**src/rtl/cla32_add_seq.sv**
```systemverilog
// ---------------------------------------------------------------------------
// cla32_add_seq
//
// Sequential operand/result stage wrapped around an external 32-bit
// carry-lookahead adder. A request is accepted over a valid/ready handshake,
// the adder inputs are driven from registers for one settle cycle, and the
// sum plus carry-out/overflow/zero flags are then captured and held until
// the consumer takes them. A 32-bit accumulator allows chained additions.
//
// Handshake semantics (both sides): a transfer happens on a rising clk edge
// where valid and ready are both high. The stage only raises in_ready in
// IDLE and only raises out_valid in DONE. Once out_valid is high, out_* stay
// stable until the edge on which out_ready is seen high.
//
// Ports:
//   clk, rst_n          clock, asynchronous active-low reset
//   in_valid/in_ready   request handshake
//   in_a, in_b, in_cin  operands and carry-in (sampled only at accept)
//   in_mode             0=ADD, 1=SUB, 2=ACC (acc+B+cin), 3=ADD
//   acc_clr             synchronous accumulator clear (wins over ACC load)
//   add_a/add_b/add_cin registered adder inputs
//   add_s/add_gp/add_gg adder sum and group propagate/generate
//   out_valid/out_ready result handshake
//   out_sum, out_cout, out_ovf, out_zero   registered result and flags
//   acc                 accumulator contents
// ---------------------------------------------------------------------------
module cla32_add_seq (
    input  logic        clk,
    input  logic        rst_n,
    input  logic        in_valid,
    output logic        in_ready,
    input  logic [31:0] in_a,
    input  logic [31:0] in_b,
    input  logic        in_cin,
    input  logic [1:0]  in_mode,
    input  logic        acc_clr,
    output logic [31:0] add_a,
    output logic [31:0] add_b,
    output logic        add_cin,
    input  logic [31:0] add_s,
    input  logic        add_gp,
    input  logic        add_gg,
    output logic        out_valid,
    input  logic        out_ready,
    output logic [31:0] out_sum,
    output logic        out_cout,
    output logic        out_ovf,
    output logic        out_zero,
    output logic [31:0] acc
);

    typedef enum logic [1:0] {
        S_IDLE = 2'd0,
        S_EXEC = 2'd1,
        S_DONE = 2'd2
    } state_t;

    state_t      state_q, state_d;
    logic [31:0] add_a_q, add_a_d;
    logic [31:0] add_b_q, add_b_d;
    logic        add_cin_q, add_cin_d;
    logic        is_acc_q, is_acc_d;
    logic [31:0] sum_q, sum_d;
    logic        cout_q, cout_d;
    logic        ovf_q, ovf_d;
    logic        zero_q, zero_d;
    logic [31:0] acc_q, acc_d;

    // Next-state logic
    always_comb begin
        state_d = state_q;
        case (state_q)
            S_IDLE:  if (in_valid) state_d = S_EXEC;
            S_EXEC:  state_d = S_DONE;
            S_DONE:  if (out_ready) state_d = S_IDLE;
            default: state_d = S_IDLE;
        endcase
    end

    // Operand latching at the accept edge
    always_comb begin
        add_a_d   = add_a_q;
        add_b_d   = add_b_q;
        add_cin_d = add_cin_q;
        is_acc_d  = is_acc_q;
        if (state_q == S_IDLE && in_valid) begin
            case (in_mode)
                2'd1: begin
                    // Two's-complement subtract: a + ~b + 1
                    add_a_d   = in_a;
                    add_b_d   = ~in_b;
                    add_cin_d = 1'b1;
                    is_acc_d  = 1'b0;
                end
                2'd2: begin
                    // Uses the accumulator value as it stands at this edge,
                    // even if acc_clr is asserted on the same edge.
                    add_a_d   = acc_q;
                    add_b_d   = in_b;
                    add_cin_d = in_cin;
                    is_acc_d  = 1'b1;
                end
                default: begin
                    add_a_d   = in_a;
                    add_b_d   = in_b;
                    add_cin_d = in_cin;
                    is_acc_d  = 1'b0;
                end
            endcase
        end
    end

    // Result capture at the end of the settle cycle
    always_comb begin
        sum_d  = sum_q;
        cout_d = cout_q;
        ovf_d  = ovf_q;
        zero_d = zero_q;
        if (state_q == S_EXEC) begin
            sum_d  = add_s;
            cout_d = add_gg | (add_gp & add_cin_q);
            ovf_d  = (add_a_q[31] == add_b_q[31]) && (add_s[31] != add_a_q[31]);
            zero_d = (add_s == 32'd0);
        end
    end

    // Accumulator: clear has priority over an ACC load; carry is dropped.
    always_comb begin
        acc_d = acc_q;
        if (acc_clr) begin
            acc_d = 32'd0;
        end else if (state_q == S_EXEC && is_acc_q) begin
            acc_d = add_s;
        end
    end

    always_ff @(posedge clk or negedge rst_n) begin
        if (!rst_n) begin
            state_q   <= S_IDLE;
            add_a_q   <= 32'd0;
            add_b_q   <= 32'd0;
            add_cin_q <= 1'b0;
            is_acc_q  <= 1'b0;
            sum_q     <= 32'd0;
            cout_q    <= 1'b0;
            ovf_q     <= 1'b0;
            zero_q    <= 1'b1;
            acc_q     <= 32'd0;
        end else begin
            state_q   <= state_d;
            add_a_q   <= add_a_d;
            add_b_q   <= add_b_d;
            add_cin_q <= add_cin_d;
            is_acc_q  <= is_acc_d;
            sum_q     <= sum_d;
            cout_q    <= cout_d;
            ovf_q     <= ovf_d;
            zero_q    <= zero_d;
            acc_q     <= acc_d;
        end
    end

    assign in_ready  = (state_q == S_IDLE);
    assign out_valid = (state_q == S_DONE);
    assign add_a     = add_a_q;
    assign add_b     = add_b_q;
    assign add_cin   = add_cin_q;
    assign out_sum   = sum_q;
    assign out_cout  = cout_q;
    assign out_ovf   = ovf_q;
    assign out_zero  = zero_q;
    assign acc       = acc_q;

endmodule

```
**config.mk**
```make
export PLATFORM = sky130hd
export DESIGN_NAME = cla32_add_seq
export DESIGN_NICKNAME = d
export VERILOG_FILES = /design/src/rtl/cla32_add_seq.sv
export SDC_FILE = /design/constraint.sdc
export NUM_CORES = 1
export LEC_CHECK = 0
export CORE_MARGIN = 5
export CORE_UTILIZATION = 43
export CTS_CLUSTER_DIAMETER = 100
export DETAILED_ROUTE_END_ITERATION = 8
export GPL_TIMING_DRIVEN = 0
export PLACE_DENSITY = 0.78
export SLEW_MARGIN = 25
export SYNTH_ARGS = -nofsm -noshare
export SYNTH_HDL_FRONTEND = slang
export SYNTH_SLANG_ARGS = --single-unit
```
**constraint.sdc**
```tcl
create_clock -name clk -period 1.55 [get_ports clk]
set_input_delay 0.3875 -clock clk [delete_from_list [all_inputs] [get_ports clk]]
set_output_delay 0.3875 -clock clk [all_outputs]
set_load 0.005 [all_outputs]
```
Yosys cells after proc, flatten, opt, wreduce, memory -nomap -nowiden
Index checks and enable logic that the tools add are counted.
{ "word_totals": {"rom_bits": 0, "output_inout_bits": 134, "latchBits": 0, "in_bits": 106, "ram_bits": 0, "regBits": 135, "memories": 0} }
{ "op_classes": {"reduce_logical": 7, "bitwise": 3, "shift": 0, "muxes": 9, "n_lt_le_gt_ge": 0, "mul": 0, "addsub": 0, "div": 0, "eq_ne": 8} }
{ "op_table": {"columns": ["operator", "count"], "rows": [
  ["two-way mux 32 bit", 4],
  ["zero test 32 bit", 1],
  ["inverter 32 bit", 1],
  ["case mux 2 bit (3 select lines)", 1],
  ["equality test 2 x 1 -> 1 bit (second input constant)", 2],
  ["equality test 2 bit (second input constant)", 2],
  ["two-way mux 2 bit", 2],
  ["logical AND 1 bit", 3],
  ["zero test 2 bit", 1],
  ["two-way mux 1 bit", 2],
  ["inequality test 2 x 1 -> 1 bit (second input constant)", 1],
  ["inequality test 2 bit (second input constant)", 1],
  ["AND reduction 2 bit", 1],
  ["nonzero test 2 bit", 1],
  ["AND 1 bit", 1],
  ["equality test 1 bit", 1],
  ["inequality test 1 bit", 1],
  ["bitwise OR 1 bit", 1]
]} }

Depth between registers and ports, before layout
Gate-level depths: netlist of run 1.
{ "depth": {"ltp_word": 4, "mapped_depth": 5, "mapped_depth_nobuf": 3} }

Least setup slack after synthesis of run 1
OpenSTA, ideal clock, no wires.
{ "synth_path": {"kind": "register to register", "start": "register state_q[1]", "end": "register is_acc_q", "path_stages_with_launch": 4, "n_path_buf": 1, "t_required_ns": 1.425, "slack_ns": 0.239, "arrival_time_ns": 1.186, "period_less_slack_ns": 1.311, "cell_sequence": "dfrtp_1 > nor3b_2 > buf_4 > mux2_2"} }
{ "synth_between": {"elab_chain_len": 2} }
{ "synth_rtl": {"columns": ["element", "line", "source"], "rows": [
  ["from (decl)", "58", "state_t state_q, state_d;"],
  ["from (signal assigned)", "150", "state_q <= state_d;"],
  ["zero test 2 bit", "86", "if (state_q == S_IDLE && in_valid) begin"],
  ["logical AND 1 bit", "86", null],
  ["to (signal assigned)", "154", "is_acc_q <= is_acc_d;"],
  ["to (decl)", "62", "logic is_acc_q, is_acc_d;"]
]} }
No other way between the ends.
A chain may end at the register's enable or synchronous reset.

Worst setup path after layout of run 1
{ "layout_path": {"start": "register state_q[0]", "end": "output port out_valid"} }
{ "layout_between": {"elab_chain_len": 1} }
{ "layout_rtl": {"columns": ["element", "line", "source"], "rows": [
  ["equality test 2 bit", "164", "assign out_valid = (state_q == S_DONE);"],
  ["to (decl)", "43", "output logic out_valid,"]
]} }
No other way between the ends.

==> reports/metrics.csv, run 1 <==
stage,metric,value,unit
place,place_hpwl,13500,um
floorplan,ios,240,
layout,drive_gt1_share,16.6,%
synth,syn_area,5710,um^2
clocking,cts_tree,done,
clocking,clk_pin_slew_worst_paths,0.05,ns
synth,yosys_warnings,0,
timing,hold_viol_final,0,
route,route.detailed.drc,0,
timing,tightest_slew,0.541,ns
timing,setup_violations,0,
floorplan,die_area,15700,um^2
timing,fin_crit,1.53,ns
grt,grt_max_degree,71,
route,vias,5014,
job,drv_cap,0,
layout,final-seq-area,3380,um^2
synth,synth_most_common_cell,dfrtp_1,
synth,yosysTopAreaCell,dfrtp_1,
clocking,cts_buffers,17,
floorplan,die_height,125,um
hold_path,hp-start,out_ovf,
layout,final_nets,923,
pwr,p_per_area,1670,nW/um^2
clocking,ctsHtreeMaxLevel,4,
route,drt-initial-drc-count,307,
place,post-place-ws,-0.465,ns
timing,slew_viol_final,0,
hold_path,holdCritPathClass,reg2reg,
grt,grt_pass1_wl,29000,um
route,routed_via_density,4.99,
synth,synth_edf_count,0,
worst_setup_path,rr_worst_depth,4,
synth,netlist_instances,525,
worst_setup_path,cp.required,1.16,ns
timing,slew_headroom,63.9,%
floorplan,core-area,13100,um^2
synth,synth.area.top_cells,"dfrtp_1 59%, a21oi_1 8.7%, mux2_2 6.5%, mux2i_1 5.6%, xnor2_1 4.9%",
grt,overflow,0,
worst_setup_path,path_class,reg2out,
place,routabilityCongestion,0.833,
clocking,cts_root_buf,clkbuf_16,
synth,synth_ff_type,dfrtp_1,
layout,multi_input_area,2140,um^2
floorplan,rows,42,
worst_setup_path,regToRegSetupSlack,0.06,ns
worst_setup_path,r2r_start,state_q[0],
route,wirelength,18100,um
layout,nFillCells,1046,
pwr,power_leakage,4.05,nW
timing,final.period_utilization,98.5,%
timing,finalClockSkew,0.00448,ns
synth,async_flop_share,100,%
route,antenna_left,0,
synth,synth_cell_type_count,22,
pwr,vdd_drop_max,1080,uV
floorplan,start_util,43.4,%
timing,max_freq,655,MHz
grt,grt_pass1_vias,5480,
synth,netlist_top_cells_count,"134 x dfrtp_1, 99 x a21oi_1, 68 x nor2_1",
synth,syn_nets,631,
synth,ys_seq_area_share,59.2,%
synth,synth.avg_cell_area,10.9,um^2
route,drt-wirelength-per-cell,18.0,um
hold_path,holdPathEnd,out_ovf,
run_status,status,"finished, final reports clean",
clocking,cts_sinks,135,
worst_setup_path,end_kind,output pin,
timing,rsz0062_at_grt,true,
synth,synth-seq-cells,135,
layout,diodes,0,
floorplan,fp.dieW,125,um
pwr,power,15.1,mW
clocking,clk_latency,0.42,ns
worst_setup_path,arrival,1.14,ns
worst_setup_path,startpoint_type,register,
route,firstDrtPassIters,4,
grt,grt_util_all_layers,23.2,%
grt,antenna_found_initial,0,
timing,setup_slack,0.0230,ns
worst_setup_path,crit_fanout,4,
hold_path,hold_depth,2,
synth,yosys.area.top_type_share,58.7,%
clocking,clockBufferDepth,2,
place,io_buffers,239,
worst_setup_path,r2r_end,is_acc_q,
layout,syn2layout_area_growth,58.5,%
[cell type report]
cell class	instances	share of cell area, %
buffer	35	2.59
clock buffer	22	5.13
clock inverter	9	0.858
inverter	1	0.0415
multi-input combinational	353	23.7
sequential	135	37.4
tap	176	2.43
timing repair buffer	274	27.9
[through the flow]
stage	area, um^2	cells	util, %	hold WS (ns)	TNS, ns
final	9050	1005	68.9	0.475	0
after global routing	9050	1005	68.9	0.514	-0.212
after CTS	8940	1000	68.0	0.483	-4.51
after detailed placement	8350	941	63.6	0.386	-31.27
after global placement	8320	940	63.3	0.460	-709.24
after floorplan	5710	525	-	0.0919	0
[power breakdown]
| part | internal, mW | switching (mW) |
|---|---|---|
| clock network | 2.26 | 1.42 |
| logic | 3.13 | 2.54 |
| registers | 4.94 | 0.769 |
| total | 10.3 | 4.73 |
[placed cells by master, fill, tap and decap left out, types with 5 or more instances in the layout]
cell,count
buf_4,39
xnor2_1,32
buf_6,5
clkbuf_16,17
nor4_1,7
clkinv_2,5
buf_2,13
dlygate4sd2_1,131
a21oi_1,99
clkbuf_1,6
nand2_1,67
clkdlybuf4s50_1,104
mux2_2,33
clkbuf_4,8
nor2_1,68
dfrtp_1,132
mux2i_1,32
[how the worst max path moves through the flow]
stage,from,end,slack (ns)
2_1_floorplan,state_q[1],is_acc_q,0.24
3_3_place_gp,rst_n,add_b[2],-5.06
3_5_place_dp,in_valid,add_a[18],-0.46
4_1_cts,state_q[0],out_valid,-0.14
5_1_grt,in_mode[1],add_a[15],-0.04
6_report,state_q[0],out_valid,0.02
[critical path: stages, from the launching register on]
cell and delay, ns:
dfrtp_2 0.43, nand2b_4 0.15, inv_2 0.05, buf_6 0.09
[repair_timing]
| action | CTS | global route |
|---|---|---|
| setup endpoints to repair | 200 | 90 |
| setup buffers | 27 | 5 |
| endpoints found under the hold margin | 69 | 0 |
| hold buffers | 1 | 0 |
| gates resized for setup | 144 | 27 |
| pin swaps | 1 | 1 |
| gates cloned | 0 | 1 |
[per-layer routing]
layer / part of all wire, % / global-route usage, % / wire, um
met3: 6.3 / 7.55 / 1150
met4: 2.9 / 8.74 / 522
met1: 41 / 28.1 / 7450
met5: 0 / 0 / 0
met2: 50 / 38.8 / 8960
[sequential cells by signal, indices dropped and copies added, names as in the netlist]
register	cells
acc	32
add_a	32
add_b	32
add_cin	1
is_acc_q	1
out_cout	1
out_ovf	1
out_sum	32
out_zero	1
state_q	2
[cell families after synthesis]
kind of cell	after synthesis	share of synthesized area [%]
muxes	65	12.1
buffers and inverters	37	3.62
DFF	135	59.2
xor gates and xnor gates	32	4.91
AOI/OAI and AO/OA	103	9.08
and+or+nand+nor	153	11.1
(Power assumes the default switching activity.)
==> inputs of run 2 (changes only) <==
- CAP_MARGIN: unset -> 20
- CTS_CLUSTER_DIAMETER: 100 -> unset
==> results of run 2 <==
The final DEF is identical to that of run 1; final timing and power are the same.
==> inputs of run 3 (changes only) <==
- SETUP_SLACK_MARGIN: unset -> 0.15
==> reports/metrics.csv, run 3 (synthesis gave the netlist of run 1 again) <==
stage,metric,value,unit,change
route,routed_via_density,5.06,,was 4.99
route,drt-wirelength-per-cell,18.9,um,was 18.0 um
route,wirelength,20200,um,was 18100 um
worst_setup_path,path_class,reg2out,,unchanged
layout,multi_input_area,2360,um^2,was 2140 um^2
route,firstDrtPassIters,5,,was 4
floorplan,start_util,43.4,%,unchanged
job,drv_cap,0,,unchanged
clocking,clk_pin_slew_worst_paths,0.05,ns,about the same
pwr,comb_power_share,43.6,%,was 37.6%
worst_setup_path,end_kind,output pin,,unchanged
layout,final_common_cell,dfrtp_1,,unchanged
layout,drive_gt1_share,42.7,%,was 16.6%
layout,final_nets,987,,was 923
worst_setup_path,rr_worst_depth,7,,was 4
grt,overflow,0,,unchanged
pwr,p_sw_share,31.8,%,was 31.4%
layout,diodes,0,,unchanged
worst_setup_path,r2r_start,state_q[1],,was state_q[0]
worst_setup_path,arrival,1.19,ns,was 1.14 ns
worst_setup_path,regToRegSetupSlack,0.01,ns,was 0.06 ns
worst_setup_path,r2r_end,acc[25],,was is_acc_q
clocking,cts_root_buf,clkbuf_16,,unchanged
pwr,vdd_drop_max,1090,uV,was 1080 uV
run_status,violations,negative setup slack,,
timing,setup_violations,2,,was 0
layout,stdcell_area,9640,um^2,was 9050 um^2
layout,final-seq-area,3380,um^2,unchanged
timing,slew_headroom,52.8,%,was 63.9%
timing,max_freq,636,MHz,was 655 MHz
pwr,p_seq_share,34.2,%,was 37.9%
timing,setup_slack,-0.0226,ns,was 0.0230 ns
floorplan,core-area,13100,um^2,unchanged
grt,grt_max_degree,71,,unchanged
worst_setup_path,cp.required,1.16,ns,about the same
timing,slew_viol_final,0,,unchanged
hold_path,hp-start,add_s[31],,was out_ovf
pwr,p_int,11.3,mW,was 10.3 mW
run_status,status,finished with violations,,"was finished, final reports clean"
grt,antenna_found_initial,0,,unchanged
timing,final.period_utilization,101,%,was 98.5%
layout,syn2layout_area_growth,69.0,%,was 58.5%
worst_setup_path,crit_fanout,3,,was 4
route,route.detailed.drc,0,,unchanged
clocking,clk_latency,0.42,ns,about the same
place,dpl.cell_count,941,,unchanged
place,place_hpwl,13500,um,unchanged
grt,grt_util_all_layers,24.5,%,was 23.2%
pwr,clkPwrFrac,22.2,%,was 24.4%
pwr,p_per_area,1730,nW/um^2,was 1670 nW/um^2
timing,hold_viol_final,0,,unchanged
clocking,ctsHtreeMaxLevel,4,,unchanged
floorplan,die_height,125,um,unchanged
hold_path,holdCritPathClass,in2reg,,was reg2reg
pwr,power_leakage,4.36,nW,was 4.05 nW
grt,grt_pass1_vias,5664,,was 5480
layout,layout_common_cells,"132 x dfrtp_1, 119 x buf_2, 103 x clkdlybuf4s50_1",,"was 132 x dfrtp_1, 131 x dlygate4sd2_1, 104 x clkdlybuf4s50_1"
grt,grt_pass1_wl,30500,um,was 29000 um
place,routabilityCongestion,0.833,,unchanged
hold_path,holdPathEnd,acc[31],,was out_ovf
floorplan,ios,240,,unchanged
hold_path,hold_depth,3,,was 2
floorplan,fp.dieW,125,um,unchanged
place,io_buffers,239,,unchanged
timing,rsz0062_at_grt,true,,unchanged
worst_setup_path,startpoint_type,register,,unchanged
place,placed_area,8350,um^2,unchanged
layout,final_cells,1069,,was 1005
floorplan,rows,42,,unchanged
clocking,cts_sinks,135,,unchanged
clocking,clockBufferDepth,2,,unchanged
timing,tightest_slew,0.707,ns,was 0.541 ns
clocking,cts_tree,done,,unchanged
route,drt-initial-drc-count,380,,was 307
layout,nFillCells,926,,was 1046
route,vias,5413,,was 5014
clocking,cts_buffers,17,,unchanged
timing,finalClockSkew,0.00851,ns,was 0.00448 ns
floorplan,die_area,15700,um^2,unchanged
route,antenna_left,0,,unchanged
pwr,p_sw,5.30,mW,was 4.73 mW
timing,fin_crit,1.57,ns,was 1.53 ns
## run 3: cell count changes in the layout (fill, tap and decap cells not counted), sizes merged
| cell | previous run | this run |
|---|---|---|
| buf | 60 | 241 |
| dlygate4sd2 | 131 | 0 |
| clkdlybuf4s50 | 104 | 103 |
| clkdlybuf4s15 | 0 | 1 |
| clkbuf | 35 | 47 |
| bufbuf | 0 | 1 |
| dlymetal6s2s | 0 | 1 |
## run 3: per-stage QoR
stage	setup slack, ns	power (mW)	setup TNS, ns	hold WS, ns	util (%)
floorplan	0.239	8.04	0	0.0919	-
global placement	-5.06	11.9	-709.24	0.460	63.3
detailed placement	-0.465	12.1	-31.27	0.386	63.6
CTS	0.0215	16.0	0	0.496	69.8
global route	-0.0911	17.6	-0.476	0.425	73.4
finish	-0.0226	16.6	-0.0263	0.408	73.4
## run 3: what timing repair did
action                     4_1_cts  5_1_grt
gates resized for setup        572      103
pin swaps                        1       18
hold buffers                     1        0
buffers inserted                70       13
hold endpoints to repair        69        0
cloned                           8        7
setup endpoints to repair      232      131
## run 3: layout make-up
type	instances	area share (%)
flip-flops and latches	135	35.1
repair buffers	339	28.5
multi-input cells	353	24.5
clock buffers	22	4.81
plain buffers	34	3.98
well taps	176	2.28
clock inverters	9	0.804
inverters	1	0.0389
## run 3: metal layers
layer  routed length [um]  track usage [%]  vias up  share of wire (%)
li1                     -                -     2481                  -
met2                10300             41.4      213                 51
met4                  482             9.06        0                2.4
met5                    0                0        -                  0
met3                 1230             7.04       38                6.1
met1                 8180             29.8     2681                 41
## run 3: worst max-delay path by stage
| stage | end | startpoint | cells after the start |
|---|---|---|---|
| floorplan | is_acc_q | state_q[1] | 3 |
| global placement | add_b[2] | rst_n | 1 |
| detailed placement | add_a[18] | in_valid | 5 |
| CTS | out_valid | state_q[0] | 3 |
| global route | acc[25] | state_q[1] | 7 |
| finish | out_valid | state_q[1] | 4 |
## run 3: power groups by stage
stage,registers [mW],clock network [mW],logic [mW]
after floorplan,5.83,0,2.21
after global placement,5.75,0,6.11
after detailed placement,5.84,0,6.26
after CTS,5.68,3.76,6.54
after global routing,5.87,3.91,7.84
final,5.70,3.69,7.25
## run 3: critical path, stage by stage, from the launching register on
cell and delay [ns]:
dfrtp_2 0.43, buf_12 0.14, nand2b_4 0.06, inv_2 0.03, buf_6 0.10
==> RTL edit 1 (flow settings as in run 2) <==
Register the input `in_mode` before use, cleared by the reset. The logic sees it one clock later. The other inputs are not delayed to match.
--- a/src/rtl/cla32_add_seq.sv
+++ b/src/rtl/cla32_add_seq.sv
@@ -55,6 +55,16 @@
         S_DONE = 2'd2
     } state_t;
 
+    logic [1:0] in_mode_q;
+
+    always_ff @(posedge clk or negedge rst_n) begin
+        if (!rst_n) begin
+            in_mode_q <= '0;
+        end else begin
+            in_mode_q <= in_mode;
+        end
+    end
+
     state_t      state_q, state_d;
     logic [31:0] add_a_q, add_a_d;
     logic [31:0] add_b_q, add_b_d;
@@ -84,7 +94,7 @@
         add_cin_d = add_cin_q;
         is_acc_d  = is_acc_q;
         if (state_q == S_IDLE && in_valid) begin
-            case (in_mode)
+            case (in_mode_q)
                 2'd1: begin
                     // Two's-complement subtract: a + ~b + 1
                     add_a_d   = in_a;
Behaviour: not the same (a bounded check fails within 4 cycles, from zero or initial values and one cycle with rst_n low).
==> RTL edit 1 against run 2 <==
- the run now ends with setup timing left
- register-to-register slack worse by 0.08 ns
- first-iteration DRC count shrank 30%
- design area rose by 2.1%
- sequential power up 1%
- sequential cell count rose by 2
- synthesized area is 0.88% higher
- sequential share of layout area fell by 0.24 points
- total power up 6.6%
- synthesized cell count grew 0.38%
- combinational power grew 1%
- worst setup slack got worse by 0.043 ns
- wire length is 2.8% higher
- via count decreased by 0.12%
==> RTL edit 1: results (changes against run 2) <==
Syn. warnings 0 (unchanged); reg-to-reg endpoint is_acc_q$_DFFE_PN0P_; worst skew pair latency 0.41 ns; min-delay src in_mode[0]; count of different cell masters after synthesis 23 (+4.5%); R2R depth 4 (unchanged); Synth Area in Adders 0% (unchanged); clock buffer count from CTS 17 (unchanged); WL final 18600 microns (+2.8%); RD Place Congestion 0.810 (-2.7%); status finished with violations; DRC violation total after the first TritonRoute iteration 215 (-30%); Mapped Nets 633 (+0.32%); async set or reset register ratio after synthesis 100% (unchanged); xor/xnor cell area share of the yosys netlist 4.87% (-0.043 points); mux cell area share after synthesis 12.0% (-0.11 points); failing checks setup timing; critical path data arrival time 1.18 ns (+0.04 ns); sequential share of the synthesized area 59.6% (+0.35 points); R2R Path Start state_q[0]$_DFFE_PN0P_; P_leak 4.11 nW (+1.6%); Final setup viols 4 (+4); Clock transition at path regs 0.05 ns (about the same); Min-Delay Endpoint in_mode_q[0]$_DFF_PN0_; Ant. Diodes 0 (unchanged); First-pass DRT Iterations 5 (+1); post-DR vias/cell 5.01 (+0.48%); max_slew headroom 65.7% (+1.8 points); hold-critical path depth 1 (-1); Clock Path Buffers 2 (unchanged); top cells by instance count after synthesis dfrtp_1 (136), a21oi_1 (99), nor2_1 (68); worst setup margin -0.0200 ns (-0.0430 ns); nets 916 (-0.76%); WHS 0.415 ns (-0.0599 ns); Hold WC Path Type in -> reg; top post-synthesis cells by area dfrtp_1 (59%), a21oi_1 (8.6%), mux2_2 (6.5%); PortBufs 239 (unchanged); H-tree levels 4 (unchanged); initial antenna violation count 0 (unchanged); first-pass GRT wire length 28900 microns (-0.43%); via count of the first global-routing pass 5496 (+0.29%); setup TNS -0.0446 ns (-0.0446 ns); final clock skew 0.00658 ns (+0.00210 ns); pin count of the biggest net entering global routing 73 (+2.8%); HPWL after DPL 13600 microns (+0.37%); clock root cell clkbuf_16; Peak VDD IR 1220 uV (+13%); area share of the largest cell type after synthesis 59.1% (+0.36 points); CP Max Fanout 4 (unchanged); Synth Area in Compound Gates 9.00% (-0.079 points); share of post-route cells with drive strength above 1 16.0% (-0.61 points); Total Routing Usage GR 23.2% (-0.067 points)
RTL edit 1: how the worst max path moves through the flow:
stage | slack, ns | end | startpoint | depth (start not counted)
after global routing | -0.07 | add_b[31]$_DFFE_PN0P_ | state_q[0]$_DFFE_PN0P_ | 6
after CTS | -0.10 | out_valid | state_q[0]$_DFFE_PN0P_ | 3
after detailed placement | -0.57 | add_a[16]$_DFFE_PN0P_ | in_valid | 5
after floorplan | 0.24 | is_acc_q$_DFFE_PN0P_ | state_q[1]$_DFFE_PN0P_ | 3
final | -0.02 | in_ready | state_q[0]$_DFFE_PN0P_ | 3
after global placement | -5.16 | out_sum[2]$_DFFE_PN0N_ | rst_n | 1
RTL edit 1: critical path: stages (launching register included):
cell and delay [ns]:
dfrtp_1 0.43, buf_6 0.14, nor2_2 0.07, buf_2 0.13
RTL edit 1: kinds of logic (layout without fill, tap and decap cells):
| kind of cell | count (synthesis) | in the layout |
|---|---|---|
| mux | 65 | 65 |
| buf+inv | 37 | 333 |
| simple gates | 153 | 153 |
| flops | 137 | 137 |
| xor+xnor | 32 | 32 |
| compound gates | 103 | 103 |
RTL edit 1: power by group:
| part | leakage [nW] | internal [mW] | total, mW | switching, mW |
|---|---|---|---|---|
| Clock | 0.327 | 3.07 | 4.51 | 1.45 |
| Combinational | 2.15 | 3.16 | 5.75 | 2.59 |
| Sequential | 1.63 | 5.00 | 5.79 | 0.792 |
| Total | 4.11 | 11.2 | 16.0 | 4.83 |
RTL edit 1: layer usage:
layer	vias to the layer above	wire, microns	share of wire [%]	track usage (%)
met5	-	0	0	0
met4	0	560	3.0	10.1
met1	2426	7110	38	26.1
met3	43	1330	7.1	8.55
met2	185	9580	52	39.4
li1	2354	-	-	-
RTL edit 1: timing repair:
item | in CTS | in global routing
gates cloned | 0 | 2
pin swaps | 1 | 1
hold buffers | 1 | 0
hold endpoints to repair | 65 | 0
setup buffers | 21 | 1
gates resized for setup | 152 | 56
setup endpoints to repair | 201 | 113
RTL edit 1: cell type report:
cell class,count,area [sq um]
Timing Repair Buffer,265,2470
Tap cell,176,220
Buffer,35,297
Clock buffer,25,505
Multi-Input combinational cell,353,2150
Sequential cell,137,3430
Fill cell,1028,3950
Inverter,1,3.75
Clock inverter,7,160
RTL edit 1: per-stage QoR:
| stage | instance area [sq um] | cells | setup WS [ns] | utilization, % |
|---|---|---|---|---|
| finish | 9240 | 999 | -0.0200 | 70.0 |
| global route | 9240 | 999 | -0.0745 | 70.0 |
| CTS | 9090 | 997 | -0.101 | 68.9 |
| detailed placement | 8400 | 943 | -0.572 | 63.7 |
| global placement | 8370 | 942 | -5.16 | 63.5 |
| floorplan | 5760 | 527 | 0.239 | - |
==> RTL edit 2 (flow settings as in run 2) <==
Made on the original files. Put one more register stage on the output `out_ovf`, without a reset. The value now appears one clock later. The other outputs are not delayed to match. Comments in the files are not updated.
--- a/src/rtl/cla32_add_seq.sv
+++ b/src/rtl/cla32_add_seq.sv
@@ -167,7 +167,9 @@
     assign add_cin   = add_cin_q;
     assign out_sum   = sum_q;
     assign out_cout  = cout_q;
-    assign out_ovf   = ovf_q;
+    always_ff @(posedge clk) begin
+        out_ovf <= ovf_q;
+    end
     assign out_zero  = zero_q;
     assign acc       = acc_q;
 
Check against the original RTL: not equivalent (a bounded check fails within 4 cycles, from zero or initial values and one cycle with rst_n low).
==> RTL edit 2 against run 2 <==
- the flow now finishes with violations (setup timing)
- worst hold slack worse by 0.11 ns
- worst setup slack worse by 0.045 ns
- critical endpoint is now in_ready
- largest cell class unchanged
- wire length is 0.60% lower
- total power is 5.3% higher
- design area is 1.8% higher
- sequential cell count is 1 higher
- critical path depth stayed put
- synthesized area is 0.35% higher
==> RTL edit 2: results (changes against run 2) <==
HPWL after DPL 13400 microns (-0.45%); setup TNS -0.0222 ns (-0.0222 ns); worst setup margin -0.0222 ns (-0.0452 ns); Final setup viols 1 (+1); WHS 0.369 ns (-0.106 ns); slowest stage delay, CP 0.45 ns (+0.02 ns); reg-to-reg endpoint out_sum[29]$_DFFE_PN0N_; Mean Syn Cell Area 10.9 sq um (+0.16%); Peak VDD IR 904 uV (-16%); First-pass DRT Iterations 5 (+1); WL met3 1330 microns (+16%); sequential share of the synthesized area 59.3% (+0.14 points); RD Place Congestion 0.829 (-0.50%); pin count of the biggest net entering global routing 72 (+1.4%); r2r setup slk 0.03 ns (-0.03 ns); dpl cell area 8370 sq um (+0.24%); count of different cell masters after synthesis 23 (+4.5%); critical path data arrival time 1.18 ns (+0.04 ns); P_leak 4.14 nW (+2.4%); status finished with violations; mux cell area share after synthesis 12.1% (-0.042 points); Setup WS pre-CTS -0.494 ns (-0.0296 ns); R2R Path Start state_q[1]$_DFFE_PN0P_; failing checks setup timing; R2R depth 5 (+1)
[RTL edit 2: changes by cell type in the layout (fill, tap and decap cells not counted), sizes merged]
cell,before,now
clkbuf,35,27
bufinv,1,6
dfxtp,0,1
clkinv,5,6
buf,60,68
clkinvlp,3,1
[RTL edit 2: final cells by class]
type | count | area [sq um]
Clock buffer | 19 | 443
Timing Repair Buffer | 276 | 2540
Sequential cell | 136 | 3400
Inverter | 1 | 3.75
Clock inverter | 13 | 225
Fill cell | 1047 | 3930
Multi-Input combinational cell | 353 | 2140
Tap cell | 176 | 220
Buffer | 36 | 236
[RTL edit 2: power by group]
| part | internal, mW | switching (mW) |
|---|---|---|
| Sequential | 4.98 | 0.772 |
| Combinational | 3.07 | 2.53 |
| Clock | 3.05 | 1.46 |
| Total | 11.1 | 4.77 |
[RTL edit 2: logic make-up after synthesis]
logic type      count (synthesis)
mux                            65
simple gates                  153
xor+xnor                       32
buf+inv                        37
compound gates                103
flops                         136
